===== config.mk =====
export PLATFORM = sky130hd
export DESIGN_NAME = cla_mp_sequencer
export DESIGN_NICKNAME = d
export VERILOG_FILES = /design/src/rtl/cla_seq_pkg.sv /design/src/rtl/cla_8bit.sv /design/src/rtl/cla_mp_sequencer.sv
export SDC_FILE = /design/constraint.sdc
export NUM_CORES = 1
export LEC_CHECK = 0
export BUFFER_PORTS_ARGS = -buffer_cell sky130_fd_sc_hd__buf_2
export CORE_MARGIN = 1.5
export CORE_UTILIZATION = 55
export DETAILED_ROUTE_END_ITERATION = 12
export PLACE_DENSITY_LB_ADDON = 0.15
export SLEW_MARGIN = 20
export SYNTH_ARGS = -nofsm -noshare
export SYNTH_HDL_FRONTEND = slang
export SYNTH_SLANG_ARGS = --single-unit

===== constraint.sdc =====
create_clock -name clk -period 10.5 [get_ports clk]
set_input_delay 2.625 -clock clk [delete_from_list [all_inputs] [get_ports clk]]
set_output_delay 2.625 -clock clk [all_outputs]
set_load 0.01 [all_outputs]

===== src/rtl/cla_seq_pkg.sv =====
// cla_seq_pkg -- shared definitions for the multi-precision add/subtract
// sequencer (cla_mp_sequencer) and its helpers.
//   - FSM state constants IDLE / RUN / DONE
//   - operation encoding OP_ADD / OP_SUB
//   - idx_width(): width of the byte-index counter for a given byte count
// No ports (package).
package cla_seq_pkg;

  // FSM state encoding
  localparam logic [1:0] IDLE = 2'd0;
  localparam logic [1:0] RUN  = 2'd1;
  localparam logic [1:0] DONE = 2'd2;

  // op input encoding
  localparam logic OP_ADD = 1'b0;
  localparam logic OP_SUB = 1'b1;

  // Byte-index width; never narrower than one bit.
  function automatic int idx_width(input int nbytes);
    return (nbytes > 1) ? $clog2(nbytes) : 1;
  endfunction

endpackage


===== src/rtl/cla_8bit.sv =====
// cla_8bit -- combinational 8-bit carry-lookahead adder slice.
// Ports:
//   a, b  in  8  addends
//   cin   in  1  carry in
//   sum   out 8  a + b + cin (mod 256)
//   cout  out 1  carry out of bit 7
//   c7    out 1  carry into bit 7 (used for signed overflow detection)
// The upper nibble's carry-in comes from the lower nibble's group
// generate/propagate terms, so the two nibbles resolve in parallel.
module cla_8bit (
  input  logic [7:0] a,
  input  logic [7:0] b,
  input  logic       cin,
  output logic [7:0] sum,
  output logic       cout,
  output logic       c7
);

  logic [7:0] g;
  logic [7:0] p;
  logic [8:0] c;
  logic       gg_lo;
  logic       gp_lo;

  assign g = a & b;
  assign p = a ^ b;

  // Group generate/propagate of the low nibble
  assign gg_lo = g[3] | (p[3] & g[2]) | (p[3] & p[2] & g[1]) | (p[3] & p[2] & p[1] & g[0]);
  assign gp_lo = &p[3:0];

  // Carry network: per-bit recurrence inside each nibble, lookahead across nibbles
  always_comb begin
    c    = 9'd0;
    c[0] = cin;
    for (int i = 0; i < 3; i++) begin
      c[i+1] = g[i] | (p[i] & c[i]);
    end
    c[4] = gg_lo | (gp_lo & cin);
    for (int i = 4; i < 8; i++) begin
      c[i+1] = g[i] | (p[i] & c[i]);
    end
  end

  assign sum  = p ^ c[7:0];
  assign cout = c[8];
  assign c7   = c[7];

endmodule


===== src/rtl/cla_mp_sequencer.sv =====
// cla_mp_sequencer -- multi-precision add/subtract controller that reuses one
// cla_8bit slice across all bytes of a W = 8*NBYTES operand, LSB first.
// Optional feature macro: CLA_SEQ_FLAGS_EN (defined -> ovf/zero computed;
// undefined -> ovf/zero tied low, ports kept).
// Ports:
//   clk, rst            clock, asynchronous active-high reset
//   in_valid/in_ready   request handshake (in_ready = IDLE decode)
//   op                  0 add, 1 subtract (a - b)
//   a, b   [W]          operands, sampled at accept
//   cin                 add carry-in, ignored for subtract
//   out_valid/out_ready result handshake (out_valid = DONE decode)
//   result [W]          sum / difference
//   cout                carry out of MSB slice (subtract: 1 = no borrow)
//   ovf                 signed overflow
//   zero                result == 0
module cla_mp_sequencer
  import cla_seq_pkg::*;
#(
  parameter int NBYTES = 4
) (
  input  logic                clk,
  input  logic                rst,
  input  logic                in_valid,
  output logic                in_ready,
  input  logic                op,
  input  logic [8*NBYTES-1:0] a,
  input  logic [8*NBYTES-1:0] b,
  input  logic                cin,
  output logic                out_valid,
  input  logic                out_ready,
  output logic [8*NBYTES-1:0] result,
  output logic                cout,
  output logic                ovf,
  output logic                zero
);

  localparam int             W    = 8 * NBYTES;
  localparam int             IW   = idx_width(NBYTES);
  localparam logic [IW-1:0]  LAST = IW'(NBYTES - 1);

  logic [1:0]    state;
  logic [IW-1:0] idx;
  logic [W-1:0]  a_hold;
  logic [W-1:0]  b_hold;      // already inverted for subtract
  logic          carry_reg;
  logic [W-1:0]  result_reg;
  logic          cout_reg;

  logic [7:0]    a_byte;
  logic [7:0]    b_byte;
  logic [7:0]    sum_byte;
  logic          slice_cout;
  logic          slice_c7;
  logic [W-1:0]  res_next;
  logic          last_slice;

  assign a_byte     = a_hold[idx*8 +: 8];
  assign b_byte     = b_hold[idx*8 +: 8];
  assign last_slice = (state == RUN) && (idx == LAST);

  cla_8bit u_cla (
    .a    (a_byte),
    .b    (b_byte),
    .cin  (carry_reg),
    .sum  (sum_byte),
    .cout (slice_cout),
    .c7   (slice_c7)
  );

  // Result with the current slice's byte merged in
  always_comb begin
    res_next             = result_reg;
    res_next[idx*8 +: 8] = sum_byte;
  end

  // Sequencer FSM, operand capture and byte-serial accumulation
  always_ff @(posedge clk or posedge rst) begin
    if (rst) begin
      state      <= IDLE;
      idx        <= '0;
      a_hold     <= '0;
      b_hold     <= '0;
      carry_reg  <= 1'b0;
      result_reg <= '0;
      cout_reg   <= 1'b0;
    end else begin
      case (state)
        IDLE: begin
          if (in_valid) begin
            a_hold    <= a;
            b_hold    <= b ^ {W{op}};
            // subtract = a + ~b + 1
            carry_reg <= (op == OP_SUB) ? 1'b1 : cin;
            idx       <= '0;
            state     <= RUN;
          end
        end
        RUN: begin
          result_reg <= res_next;
          carry_reg  <= slice_cout;
          if (idx == LAST) begin
            cout_reg <= slice_cout;
            state    <= DONE;
          end else begin
            idx <= idx + 1'b1;
          end
        end
        DONE: begin
          if (out_ready) begin
            state <= IDLE;
          end
        end
        default: state <= IDLE;
      endcase
    end
  end

`ifdef CLA_SEQ_FLAGS_EN
  logic ovf_reg;
  logic zero_reg;

  // Flags captured from the final slice alongside cout
  always_ff @(posedge clk or posedge rst) begin
    if (rst) begin
      ovf_reg  <= 1'b0;
      zero_reg <= 1'b0;
    end else if (last_slice) begin
      ovf_reg  <= slice_c7 ^ slice_cout;
      zero_reg <= (res_next == '0);
    end
  end

  assign ovf  = ovf_reg;
  assign zero = zero_reg;
`else
  logic unused_flags;
  assign unused_flags = slice_c7 & last_slice;
  assign ovf  = 1'b0;
  assign zero = 1'b0;
`endif

  assign in_ready  = (state == IDLE);
  assign out_valid = (state == DONE);
  assign result    = result_reg;
  assign cout      = cout_reg;

endmodule

==> flow_summary.yaml <==
route:
  via_count: 3175
  drt_iter0_drc: 111
  routed_via_density: 5.35
  wire_per_inst_um: 15.6
  dr.pass1.iters: 4
  ant_nets: 0
  wirelength_mm: 9.28
  drc: 0
status:
  status: "complete, no violations"
sta:
  min_period_ns: 4.25
  finalHoldViolCount: 0
  slew_headroom_pct: 36.5
  finClkSkew_ns: 0.0130
  tns_ns: 0
  grt_setup_unrepaired: "false"
  max_freq_mhz: 235
  slew_violations: 0
  period_share_pct: 40.5
  worst_slew_pin_slew_ns: 0.952
  fin_ws_ns: 6.25
  setup_viol_count_final: 0
placement:
  dp_slack_ns: 6.23
  port-buffer-count: 104
  globalplace.congestion: 0.809
  hpwl_mm: 6.79
synthesis:
  syn_area_sq_um: 4830
  synth-seq-area-share_pct: 52.8
  ys_ff_latch: 102
  synth_top_area_share_pct: 52.8
  synth_area_per_cell_sq_um: 12.5
  ys_warn_count: 0
  ys_types: 34
  syn_inst: 386
  yosys.area.top_type: "dfrtp_1"
  yosys-top-cells-area: "dfrtp_1 (53%), mux4_2 (7.5%), mux2_2 (7.0%)"
layout:
  fin_util_pct: 64.8
  layout-drive-gt1-share_pct: 35.6
  layout_commonest_cell: "buf_2"
  nets: 568
  areaGrowthSynthToFinish_pct: 15.8
  final_cell_mix: "buf_2 (104), dfrtp_1 (102), nor2_1 (36), a21oi_1 (35), xnor2_1 (32)"
  antenna_cells: 0
floorplan:
  initial_utilization_pct: 56.0
  ios: 107
  die_w_um: 96.7
  fp.dieArea_sq_um: 9360
  core_region_area_sq_um: 8640
  rows: 34
  dieHeight_um: 96.7
setup_path:
  start_kind: "flop"
  arrival_ns: 4.50
  required_ns: 10.75
  critPathKind: "flop to flop"
  cp_max_fo: 22
  end_kind: "flop"
clock_network:
  cts_made_buffers: 9
  cts.sinks: 102
  postCtsSetupBuffers: 0
  clock_path_buffers: 2
  clk_latency_ns: 0.36
  cts_hold_buf: 0
  h-tree-depth: 3
  cts_tree: "built"
  cts-root-buf: "clkbuf_8"
  ctsResizeCount: 0
  path_clk_slew_ns: 0.09
pwr:
  power_frac_comb_pct: 51.1
  leakagePower_nw: 2.59
  p_switching_mw: 0.756
  seqPwrFrac_pct: 36.2
  p_sw_share_pct: 40.7
  p_int_mw: 1.10
  ir_drop_mv: 0.172
  power.density_nw_per_um2: 332
  clkPwrFrac_pct: 12.7
global_routing:
  antenna_found_initial: 0
  overflow: 0
  track_usage_pct: 21.6
  grt_pass1_wl_mm: 16.0
  grt_pass1_vias: 3294
  grt_start_max_net_pins: 97
flow_run:
  maxCapViolations: 0
hold_path:
  hold_class: "flop to flop"
## power by group through the flow
stage	registers [mW]	logic [mW]	clock network [mW]
floorplan	0.650	0.702	0
global placement	0.671	0.940	0
detailed placement	0.681	0.959	0
CTS	0.673	0.962	0.243
global route	0.697	1.06	0.259
finish	0.672	0.949	0.236
## final timing paths
| check | from | end | slack (ns) | cells past startpoint |
|---|---|---|---|---|
| worst min register to register | result[4]$_DFFE_PP0P_ | result[4]$_DFFE_PP0P_ | 0.49 | 2 |
| worst min-delay path | result[4]$_DFFE_PP0P_ | result[4]$_DFFE_PP0P_ | 0.49 | 2 |
| max in group asynchronous | rst | b_hold[14]$_DFFE_PP0P_ | 7.07 | 3 |
| worst max-delay path | idx[1]$_DFFE_PP0P_ | result[15]$_DFFE_PP0P_ | 6.25 | 11 |
| worst max register to register | idx[1]$_DFFE_PP0P_ | result[15]$_DFFE_PP0P_ | 6.25 | 11 |
| min in group asynchronous | rst | result[26]$_DFFE_PP0P_ | 2.30 | 2 |
## logic make-up (layout without fill, tap and decap cells)
kind of cell             after synthesis  after routing  synth area share, %
AO/OA/AOI/OAI                         74             74                 9.92
XOR/XNOR                              33             33                 5.98
multiplexers                          50             50                 15.4
AND/OR/NAND/NOR                       67             67                 6.47
other                                  1              2               0.0776
adder cells (fa/ha/maj)               17             17                 5.49
flip-flops                           102            102                 52.8
buffers and inverters                 42            141                 3.86
## cell type report
class	count	area (sq um)
multi-input cells	243	2100
repair buffers	107	543
flip-flops and latches	102	2550
clock buffers	11	151
fillers	674	3040
inverters	18	70.1
clock inverters	5	40.0
well taps	108	135
## routing by layer
layer / share of wire [%] / global-route usage, % / vias up
li1: - / - / 1531
met1: 45 / 30.1 / 1540
met2: 50 / 35.8 / 94
met3: 4.6 / 3.25 / 10
met4: 1.2 / 6.13 / 0
met5: 0 / 0 / -
## synth_stat cells, drive strengths merged
library cell  number
dfrtp            102
clkbuf             5
xor2               1
nor2b              2
a21oi             35
o2bb2ai           20
nor3b              1
conb               1
or4                1
and3               1
nand2b             4
a2bb2oi            1
nand2             15
o22ai              1
ha                10
o21bai             1
inv               18
and4bb             1
nor4               1
nand3              2
a22o               7
mux2              34
mux4              16
xnor2             32
nand3b             2
fa                 7
or4b               1
o21ai              9
buf               19
nor2              36
## stage by stage
stage               instances  power [mW]  area [sq um]  hold WS (ns)
CTS                       594        1.88          5600         0.491
global route              594        2.01          5600         0.509
detailed placement        578        1.64          5400         0.472
global placement          578        1.61          5400         0.463
finish                    594        1.86          5600         0.488
floorplan                 387        1.35          4840         0.452
## critical path: stages (launching register included)
cell,delay (ns)
dfrtp_1,0.98
mux4_2,0.44
ha_1,0.35
nand3_1,0.08
o22ai_1,0.16
nor2_1,0.08
fa_1,0.46
fa_1,0.47
fa_1,0.37
inv_1,0.09
fa_1,0.46
a22o_1,0.23
Note: power is estimated with default switching activity, not from simulation.
